<file path="src/rtl/mem_arb_pkg.sv">
// Shared types and constants for the unified-memory arbiter.
// Latency: n/a; backpressure: n/a.
package mem_arb_pkg;

  typedef enum logic [1:0] {IDLE, ISSUE, WAIT, ACK} state_t;

  localparam logic PORT_CPU = 1'b0;
  localparam logic PORT_DBG = 1'b1;

  localparam int MEMLAT_MIN = 1;
  localparam int MEMLAT_MAX = 7;
  localparam int CNTW       = 3;

endpackage

</file>
<file path="src/rtl/mem_arbiter_rr.sv">
// 2-way round-robin picker: the port not granted last wins a tie.
// Latency: combinational; backpressure: none, the caller holds the pointer.
module rr_arb2
  import mem_arb_pkg::*;
(
  input  logic [1:0] req,
  input  logic       last,
  output logic       win
);

  always_comb begin
    win = PORT_CPU;
    if (req[PORT_CPU] && req[PORT_DBG]) win = ~last;
    else if (req[PORT_DBG])            win = PORT_DBG;
  end

endmodule

</file>
<file path="src/rtl/mem_arbiter.sv">
// Serializes core and debug req/ack masters onto one synchronous-read memory.
// Latency: write acks in cycle 2, read in cycle 2+MEMLAT; losers wait for the access plus one IDLE cycle.
module mem_arbiter
  import mem_arb_pkg::*;
#(
  parameter int WIDTH  = 32,
  parameter int ADRW   = 32,
  parameter int MEMLAT = 1
) (
  input  logic             clk,
  input  logic             reset,
  input  logic             cpu_req,
  input  logic             cpu_we,
  input  logic [ADRW-1:0]  cpu_adr,
  input  logic [WIDTH-1:0] cpu_wd,
  output logic [WIDTH-1:0] cpu_rd,
  output logic             cpu_ack,
  input  logic             dbg_req,
  input  logic             dbg_we,
  input  logic [ADRW-1:0]  dbg_adr,
  input  logic [WIDTH-1:0] dbg_wd,
  output logic [WIDTH-1:0] dbg_rd,
  output logic             dbg_ack,
  output logic [ADRW-1:0]  mem_adr,
  output logic [WIDTH-1:0] mem_wd,
  output logic             mem_we,
  input  logic [WIDTH-1:0] mem_rdata,
  output logic             busy,
  output logic             owner
);

  if (MEMLAT < MEMLAT_MIN || MEMLAT > MEMLAT_MAX) begin : g_bad_memlat
    $error("mem_arbiter: MEMLAT out of range 1..7");
  end

  state_t          state;
  logic            ptr;
  logic [CNTW-1:0] cnt;
  logic            win;

  rr_arb2 u_rr (
    .req  ({dbg_req, cpu_req}),
    .last (ptr),
    .win  (win)
  );

  always_ff @(posedge clk or posedge reset) begin
    if (reset) begin
      state   <= IDLE;
      ptr     <= PORT_DBG;
      cnt     <= '0;
      owner   <= PORT_CPU;
      busy    <= 1'b0;
      cpu_ack <= 1'b0;
      dbg_ack <= 1'b0;
      mem_we  <= 1'b0;
      mem_adr <= '0;
      mem_wd  <= '0;
      cpu_rd  <= '0;
      dbg_rd  <= '0;
    end else begin
      cpu_ack <= 1'b0;
      dbg_ack <= 1'b0;
      mem_we  <= 1'b0;
      case (state)
        IDLE: begin
          if (cpu_req || dbg_req) begin
            owner   <= win;
            mem_adr <= (win == PORT_DBG) ? dbg_adr : cpu_adr;
            mem_wd  <= (win == PORT_DBG) ? dbg_wd  : cpu_wd;
            mem_we  <= (win == PORT_DBG) ? dbg_we  : cpu_we;
            busy    <= 1'b1;
            state   <= ISSUE;
          end
        end
        ISSUE: begin
          // mem_we doubles as the latched write flag for the granted access
          if (mem_we) begin
            if (owner == PORT_DBG) dbg_ack <= 1'b1;
            else                   cpu_ack <= 1'b1;
            state <= ACK;
          end else begin
            cnt   <= CNTW'(MEMLAT);
            state <= WAIT;
          end
        end
        WAIT: begin
          if (cnt == CNTW'(1)) begin
            if (owner == PORT_DBG) begin
              dbg_rd  <= mem_rdata;
              dbg_ack <= 1'b1;
            end else begin
              cpu_rd  <= mem_rdata;
              cpu_ack <= 1'b1;
            end
            state <= ACK;
          end else begin
            cnt <= cnt - CNTW'(1);
          end
        end
        ACK: begin
          ptr   <= owner;
          busy  <= 1'b0;
          state <= IDLE;
        end
        default: state <= IDLE;
      endcase
    end
  end

endmodule

</file>
<file path="config.mk">
export PLATFORM = sky130hd
export DESIGN_NAME = mem_arbiter
export DESIGN_NICKNAME = d
export VERILOG_FILES = /design/src/rtl/mem_arb_pkg.sv /design/src/rtl/mem_arbiter_rr.sv /design/src/rtl/mem_arbiter.sv
export SDC_FILE = /design/constraint.sdc
export NUM_CORES = 1
export LEC_CHECK = 0
export CAP_MARGIN = 20
export CORE_MARGIN = 1.5
export CORE_UTILIZATION = 30
export DETAILED_ROUTE_END_ITERATION = 8
export DONT_BUFFER_PORTS = 1
export GPL_TIMING_DRIVEN = 0
export PLACE_DENSITY = 0.45
export SYNTH_ARGS = -nofsm -noshare
export SYNTH_HDL_FRONTEND = slang
export SYNTH_SLANG_ARGS = --single-unit
</file>
<file path="constraint.sdc">
create_clock -name clk -period 10.2 [get_ports clk]
set_input_delay 1.53 -clock clk [delete_from_list [all_inputs] [get_ports clk]]
set_output_delay 1.53 -clock clk [all_outputs]
set_load 0.01 [all_outputs]
</file>
==> metrics.txt, run 1 <==
Die Area=20400 um^2; endpoint class of the critical path=output port; endpoints failing setup=0; Syn Area/Cell=~11 um^2; initial antenna violation count=0; EDFF count, synth=0; Worst Tran Pin Value=between 0.7 and 0.8 ns; vias in the first global route=~4400; port buffer count=0; Nets=between 700 and 800; power per cell area=between 300 and 400 nW/um^2; Post-CTS Setup Repair Bufs=0; post-route DRC violation count=0; total global routing overflow=0; R2R setup slack=about 8.1 ns; Fin. Hold Viols=0; Post-CTS Hold Fix Bufs=0; largest net degree at the start of global routing=75; critical path arrival=about 0.96 ns; routed wire length=roughly 17000 um; via count=between 4000 and 5000; Async SR Flop Fraction=1.00; CTS tree=built; fin. max-slew vios=0; fin crit period=roughly 2.5 ns; Worst Hold Class=reg2reg; Die W=roughly 140 um; commonest non-fill, non-tap cell in the layout=dfrtp_1; total of warnings raised by yosys=0; most frequent cells in the layout=dfrtp_1, a21oi_1, nand2_1, nor2_1, mux2_2; H-tree depth=4; ANT cells=0; first-iteration detailed-routing DRC count=approximately 130; dpl hpwl=between 10000 and 15000 um; Core Area=between 15000 and 20000 um^2; drt wl/cell=between 15 and 20 um; DR pass1 iterations=4; peak supply drop=~0.11 mV; I/O pins=between 200 and 300; worst endpoint required time=between 8 and 9 ns; Setup WS pre-CTS=7.34 ns; status=complete, no violations; Initial Util=0.304; Setup CP Type=reg2out; Worst-path clk slew=roughly 0.060 ns; Syn Std Cell Area=a little under 6000 um^2; P_leak=between 2 and 3 nW; std cell rows=51; Die Height=143 um; Yosys cell types=31; Final Cycle Share=0.244; Syn Inst Count=549; Crit Path Max Fanout=6; CTS max path bufs=2; Detail Route Antenna Nets=0; vias per std cell=between 5 and 6; crit path launch type=flop; Net Count, Synth=between 700 and 800; global-route wire length before repair=24400 um; TritonCTS Buffers=17; Sink Count=roughly 140; number of synthesized register bits=between 100 and 150; setup_tns=0 ns; share of post-route cells with drive strength above 1=0.203; total track usage=0.159; Relative slew margins=0.504; CTS root buf=clkbuf_16; Synth Flop Type=dfrtp_1; worst-skew pair later-pin latency=0.42 ns; setup slack after layout=slightly below 8 ns; Area growth, synth to finish=16.5%; Seq/Total Area, Yosys=0.592; Post-CTS Resized=0; Worst Skew=between 0.02 and 0.025 ns; max-capacitance violation count=0; unrepaired setup endpoints after global routing=no; GP Congestion=0.909; Max Fclk=401 MHz
==> flip-flops by register name, indices dropped and copies added, names as in the netlist <==
register	flops
state	2
owner	1
dbg_rd	32
mem_we	1
cpu_ack	1
cpu_rd	32
ptr	1
cnt	3
mem_wd	32
mem_adr	32
dbg_ack	1
busy	1
==> per-layer routing <==
metal,routed length (um),GRT usage,vias up
met2,8220,0.272,245
li1,-,-,1912
met5,0,0,-
met1,6080,0.175,2076
met4,154,0.0505,0
met3,2060,0.0704,14
==> metrics by stage <==
stage / power, W / cells / utilization / area, um^2 / hold slack (ns)
2_1_floorplan: 0.00162 / 549 / - / 5880 / 0.501
3_3_place_gp: 0.00181 / 814 / 0.321 / 6210 / 0.538
3_5_place_dp: 0.00184 / 815 / 0.323 / 6240 / 0.547
4_1_cts: 0.00249 / 846 / 0.354 / 6850 / 0.558
5_1_grt: 0.00263 / 846 / 0.354 / 6850 / 0.588
6_report: 0.00246 / 846 / 0.354 / 6850 / 0.555
==> cell families (layout without fill, tap and decap cells) <==
| kind of cell | count (synthesis) | after routing | synth area share |
|---|---|---|---|
| AOI/OAI and AO/OA | 147 | 147 | 0.131 |
| adders and majority gates | 7 | 7 | 0.0149 |
| buffers and inverters | 42 | 74 | 0.0338 |
| DFF | 139 | 139 | 0.592 |
| muxes | 66 | 66 | 0.126 |
| and+or+nand+nor | 148 | 148 | 0.102 |
==> path summary, 6_finish.rpt <==
path                                 startpoint                      end  cells past startpoint
setup reg to reg           state[0]$_DFFE_PP0P_    cpu_rd[7]$_DFFE_PP0P_                      6
max in group asynchronous                 reset  mem_adr[29]$_DFFE_PP0P_                      2
hold / removal               cnt[1]$_DFFE_PP0P_       cnt[1]$_DFFE_PP0P_                      2
hold reg to reg              cnt[1]$_DFFE_PP0P_       cnt[1]$_DFFE_PP0P_                      2
setup / recovery              owner$_DFFE_PP0P_                    owner                      0
min in group asynchronous                 reset  mem_adr[23]$_DFFE_PP0P_                      1
==> cell usage after synthesis, types with 2 or more instances <==
master      n  share of area
mux2_1      2         0.0038
or4_1       2         0.0026
ha_1        7          0.015
buf_2      15          0.013
o311ai_0    2         0.0030
a21oi_1   129           0.11
buf_1       5         0.0032
mux2_2     64           0.12
nor2_1     69          0.044
nand2_1    69          0.044
o21ai_0     8         0.0068
buf_6       3         0.0057
clkbuf_1   11         0.0070
inv_1       8         0.0051
nor2b_1     2         0.0021
dfrtp_1   138           0.59
==> final cells by class <==
class / count / area, um^2
Inverter: 8 / 35.0
Timing Repair Buffer: 1 / 27.5
Buffer: 34 / 169
Multi-Input combinational cell: 368 / 2200
Clock buffer: 18 / 439
Sequential cell: 139 / 3480
Tap cell: 265 / 332
Clock inverter: 13 / 169
Fill cell: 1952 / 12500
==> power by group <==
part	internal, W	switching, W	leakage [nW]
combinational	0.000303	0.000346	1.03
sequential	0.000832	0.000339	1.60
clock	0.000392	0.000243	0.290
total	0.00153	0.000927	2.92
==> worst register-to-register path, cell delays in order, from the launching register on <==
cell	delay (ns)
dfrtp_1	0.42
inv_1	0.14
ha_1	0.31
inv_1	0.17
nor3_4	0.41
buf_6	0.23
mux2_2	0.35
Note: power is estimated with default switching activity, not from simulation.
==> run 2: changes to the inputs <==
==> constraint.sdc (replaced) <==
create_clock -name clk -period 2.6 [get_ports clk]
set_input_delay 0.39 -clock clk [delete_from_list [all_inputs] [get_ports clk]]
set_output_delay 0.39 -clock clk [all_outputs]
set_load 0.01 [all_outputs]
==> metrics.txt, run 2 (same netlist as run 1, synthesis figures left out) <==
status=complete, no violations; Finished Layout Cells=850; commonest non-fill, non-tap cell in the layout=dfrtp_1; routed wire length=approximately 17000 um; Worst Tran Pin Value=around 0.85 ns; crit path launch type=flop; total global routing overflow=0; power per cell area=roughly 1400 nW/um^2; Crit path largest cell delay=approximately 0.4 ns; CTS max path bufs=2; Sink Count=139; Inst Count DP=817; CTS tree=built; Relative slew margins=0.431; peak supply drop=0.484 mV; family with the most delay on the worst path=buffers and inverters; port buffer count=0; std cell rows=51; endpoints failing setup=0; Hold Path Stages=2; H-tree depth=4; total track usage=0.162; Worst Hold Class=in2reg; Post-CTS Setup Repair Bufs=0; largest net degree at the start of global routing=43; worst endpoint required time=just under 3 ns; Max Fclk=approximately 460 MHz; I/O pins=299; Crit Path Max Fanout=10; Initial Util=0.304; first-iteration detailed-routing DRC count=~140; CTS root buf=clkbuf_16; Critical Path Slowest Stage Cell=dfrtp_1; vias per std cell=~5.0; Buf+Inv Stages, Crit Path=3; ANT cells=0; fin. max-slew vios=0; Fin. Hold Viols=0; Detail Route Antenna Nets=0; Core Area=19300 um^2; endpoint class of the critical path=flop; via count=between 4000 and 5000; Final Cycle Share=0.841; max-capacitance violation count=0; global-route wire length before repair=approximately 25000 um; share of post-route cells with drive strength above 1=0.205; fin crit period=between 2 and 2.5 ns; Worst-path clk slew=0.07 ns; Post-CTS Resized=0; WP depth=6; TritonCTS Buffers=17; Worst Skew=0.00890 ns; Die Height=~140 um; setup_tns=0 ns; P_leak=a little under 3 nW; GP Congestion=~0.85; drt wl/cell=between 15 and 20 um; critical path arrival=roughly 2.5 ns; Nets=between 700 and 800; worst-path cell chain=inv_1 > ha_1 > inv_1 > nor3_4 > buf_6 > mux2_2; initial antenna violation count=0; unrepaired setup endpoints after global routing=no; Top cell by count, worst path=inv_1; Die Area=roughly 20000 um^2; Area growth, synth to finish=17.4%; most frequent cells in the layout=dfrtp_1, a21oi_1, nand2_1, nor2_1, mux2_2; dpl hpwl=roughly 13000 um; Total Power=0.00970 W; cell count of the worst reg-to-reg path=6; Die W=around 140 um; worst-skew pair later-pin latency=a little over 0.4 ns; Setup CP Type=reg2reg; post-route DRC violation count=0; vias in the first global route=4442; DR pass1 iterations=4
-- run 2: layout make-up --
type | count | area, um^2
Multi-Input combinational cell | 368 | 2200
Inverter | 8 | 33.8
Clock inverter | 14 | 188
Sequential cell | 139 | 3480
Timing Repair Buffer | 4 | 70.1
Buffer | 34 | 169
Clock buffer | 18 | 429
Tap cell | 265 | 332
Fill cell | 1932 | 12400
-- run 2: metal layers --
layer  track usage  share of wire
met1         0.173           0.37
met2         0.271           0.49
met3        0.0858           0.13
met4        0.0591          0.014
met5             0              0
-- run 2: final timing paths --
| kind | startpoint | end | slack (ns) |
|---|---|---|---|
| setup / recovery | state[0]$_DFFE_PP0P_ | cpu_rd[25]$_DFFE_PP0P_ | 0.41 |
| hold / removal | cpu_wd[10] | mem_wd[10]$_DFFE_PP0P_ | 0.1 |
| setup reg to reg | state[0]$_DFFE_PP0P_ | cpu_rd[25]$_DFFE_PP0P_ | 0.41 |
| hold reg to reg | cpu_rd[18]$_DFFE_PP0P_ | cpu_rd[18]$_DFFE_PP0P_ | 0.56 |
| max in group asynchronous | reset | ptr$_DFFE_PP1P_ | 1.39 |
| min in group asynchronous | reset | mem_adr[11]$_DFFE_PP0P_ | 0.53 |
-- run 2: power by group --
part / switching [W] / leakage (nW) / internal [W]
Combinational: 0.00136 / 1.05 / 0.00120
Clock: 0.00102 / 0.292 / 0.00154
Sequential: 0.00132 / 1.60 / 0.00327
-- run 2: per-stage QoR --
step	setup WS (ns)	hold WS [ns]	utilization	instance area (um^2)
2_1_floorplan	0.476	0.501	-	5880
3_3_place_gp	-0.271	0.523	0.321	6210
3_5_place_dp	0.415	0.368	0.325	6270
4_1_cts	0.402	0.0745	0.357	6900
5_1_grt	0.261	0.0744	0.357	6900
6_report	0.415	0.0955	0.357	6900
-- run 2: what timing repair did --
| action | CTS | global route |
|---|---|---|
| setup endpoints to repair | 0 | 0 |
| hold buffers | 1 | 0 |
| hold endpoints to repair | 19 | 0 |
-- run 2: worst register-to-register path, cell delays in order (launching register included) --
cell	delay (ns)
dfrtp_1	0.41
inv_1	0.14
ha_1	0.33
inv_1	0.19
nor3_4	0.41
buf_6	0.23
mux2_2	0.35
==> run 3: changes to the inputs <==
--- a/config.mk
+++ b/config.mk
@@ -11,7 +11,7 @@
 export DETAILED_ROUTE_END_ITERATION = 8
 export DONT_BUFFER_PORTS = 1
 export GPL_TIMING_DRIVEN = 0
-export PLACE_DENSITY = 0.45
+export PLACE_DENSITY = 0.46
 export SYNTH_ARGS = -nofsm -noshare
 export SYNTH_HDL_FRONTEND = slang
 export SYNTH_SLANG_ARGS = --single-unit
==> constraint.sdc (replaced) <==
create_clock -name clk -period 2 [get_ports clk]
set_input_delay 0.3 -clock clk [delete_from_list [all_inputs] [get_ports clk]]
set_output_delay 0.3 -clock clk [all_outputs]
set_load 0.01 [all_outputs]
==> metrics.txt, run 3 (same netlist as run 1, synthesis figures left out) <==
status=complete, no violations; Max Fclk=~550 MHz; Detail Route Antenna Nets=0; total global routing overflow=0; Setup CP Type=reg2reg; Worst-path clk slew=approximately 0.06 ns; hold worst-path end=mem_adr[25]$_DFFE_PP0P_; I/O pins=between 200 and 300; Worst Tran Pin Value=about 0.83 ns; endpoint class of the critical path=flop; Placement Cell Area=between 6000 and 7000 um^2; DR pass1 iterations=4; unrepaired setup endpoints after global routing=no; cell count of the worst reg-to-reg path=7; hold_ws=around 0.023 ns; Initial Util=0.304; fin util=0.378; worst-skew pair later-pin latency=0.42 ns; Fin. Hold Viols=0; vias per std cell=5.00; crit path launch type=flop; H-tree depth=4; Die Area=between 20000 and 25000 um^2; Worst Hold Class=in2reg; Nets=roughly 800; Critical Path Slowest Stage Cell=dfrtp_1; Buf+Inv Stages, Crit Path=3; Die W=about 140 um; sequential power share=0.472; Pint=approximately 0.008 W; CTS max path bufs=2; fin. max-slew vios=0; global-route wire length before repair=25600 um; Sink Count=between 100 and 150; commonest non-fill, non-tap cell in the layout=dfrtp_1; NetSw=around 0.0048 W; clock share of power=0.255; Die Height=143 um; Sw Share=0.379; most frequent cells in the layout=dfrtp_1, a21oi_1, nor2_1; port buffer count=0; reg2reg end=cpu_rd[2]$_DFFE_PP0P_; power per cell area=~1700 nW/um^2; worst endpoint required time=approximately 2.3 ns; Area growth, synth to finish=24.2%; P_leak=about 3.1 nW; max-capacitance violation count=0; WP depth=7; drt wl/cell=19.4 um; Worst Skew=0.0129 ns; Final Cell Area=7300 um^2; via count=between 4000 and 5000; Crit Path Max Fanout=10; Core Area=about 19000 um^2; Critical R2R Launch=cnt[1]$_DFFE_PP0P_; Relative slew margins=0.444; worst-path cell chain=inv_1 > ha_1 > nand2b_2 > nor3_4 > buf_4 > buf_6 > mux2_2; critical path arrival=about 2.1 ns; R2R setup slack=between 0.15 and 0.2 ns; GP Congestion=~0.8; routed wire length=17200 um; vias in the first global route=4645; family with the most delay on the worst path=buffers and inverters; start point of the worst hold path=cpu_adr[25]; std cell rows=just over 50; fin crit period=approximately 1.8 ns; ANT cells=0; Finished Layout Cells=a little under 900; Crit path largest cell delay=between 0.3 and 0.4 ns; largest net degree at the start of global routing=41; fill cell count=1936; setup slack after layout=approximately 0.17 ns; Setup WS pre-CTS=-0.153 ns; initial antenna violation count=0; CTS tree=built; peak supply drop=about 0.53 mV; endpoints failing setup=0; post-route DRC violation count=0; TritonCTS Buffers=17; share of post-route cells with drive strength above 1=0.214; Logic pwr share=0.273; Hold Path Stages=2; Inst Count DP=a little over 800; first-iteration detailed-routing DRC count=approximately 170; CTS root buf=clkbuf_16; Final Cycle Share=0.916; total track usage=0.166; dpl hpwl=roughly 13000 um
## run 3: cell count changes in the layout (fill, tap and decap cells not counted), moves of 3 or more
| cell | before | now |
|---|---|---|
| dlygate4sd3_1 | 1 | 37 |
| buf_4 | 0 | 6 |
| clkbuf_2 | 0 | 6 |
| buf_2 | 15 | 12 |
| clkbuf_1 | 12 | 6 |
## run 3: cell type report
cell class | count | area [um^2] | share of cell area
plain buffers | 34 | 191 | 0.0262
clock buffers | 18 | 429 | 0.0588
clock inverters | 13 | 170 | 0.0233
inverters | 8 | 33.8 | 0.00463
multi-input cells | 368 | 2220 | 0.304
flip-flops and latches | 139 | 3480 | 0.477
well taps | 265 | 332 | 0.0454
repair buffers | 42 | 445 | 0.0610
## run 3: stage by stage
| step | TNS, ns | power (W) |
|---|---|---|
| floorplan | -4.73 | 0.00828 |
| global placement | -109.04 | 0.00926 |
| detailed placement | -8.25 | 0.00943 |
| CTS | 0 | 0.0128 |
| global route | 0 | 0.0136 |
| finish | 0 | 0.0127 |
## run 3: how the worst max path moves through the flow
stage / startpoint / to
floorplan: reset / busy$_DFFE_PP0P_
global placement: reset / mem_wd[11]$_DFFE_PP0P_
detailed placement: state[0]$_DFFE_PP0P_ / cpu_rd[5]$_DFFE_PP0P_
CTS: state[0]$_DFFE_PP0P_ / mem_adr[18]$_DFFE_PP0P_
global route: state[0]$_DFFE_PP0P_ / mem_adr[29]$_DFFE_PP0P_
finish: cnt[1]$_DFFE_PP0P_ / cpu_rd[2]$_DFFE_PP0P_
## run 3: worst reg2reg max path, delay by kind of cell, from the launching register on
family	cells	cell delay, ns
buffers and inverters	3	0.41
AND/OR/NAND/NOR	2	0.35
multiplexers	1	0.35
flip-flops	1	0.38
adder cells (fa/ha/maj)	1	0.23
## run 3: what timing repair did
item / 4_1_cts / 5_1_grt
buffers inserted: 2 / 0
endpoints found under the setup margin: 94 / 109
hold endpoints to repair: 72 / 0
pin swaps: 1 / 0
hold buffers: 37 / 0
cloned: 0 / 0
resized for setup: 9 / 13
## run 3: per-layer routing
metal | global-route usage | wire [um]
met2 | 0.283 | 8550
met3 | 0.0667 | 1810
met4 | 0.0575 | 245
met5 | 0 | 0
met1 | 0.188 | 6570
## run 3: power by group through the flow
stage	combinational, W	clock (W)	sequential, W
floorplan	0.00266	0	0.00562
global placement	0.00321	0	0.00605
detailed placement	0.00338	0	0.00604
CTS	0.00348	0.00332	0.00602
global route	0.00392	0.00346	0.00620
finish	0.00346	0.00323	0.00600
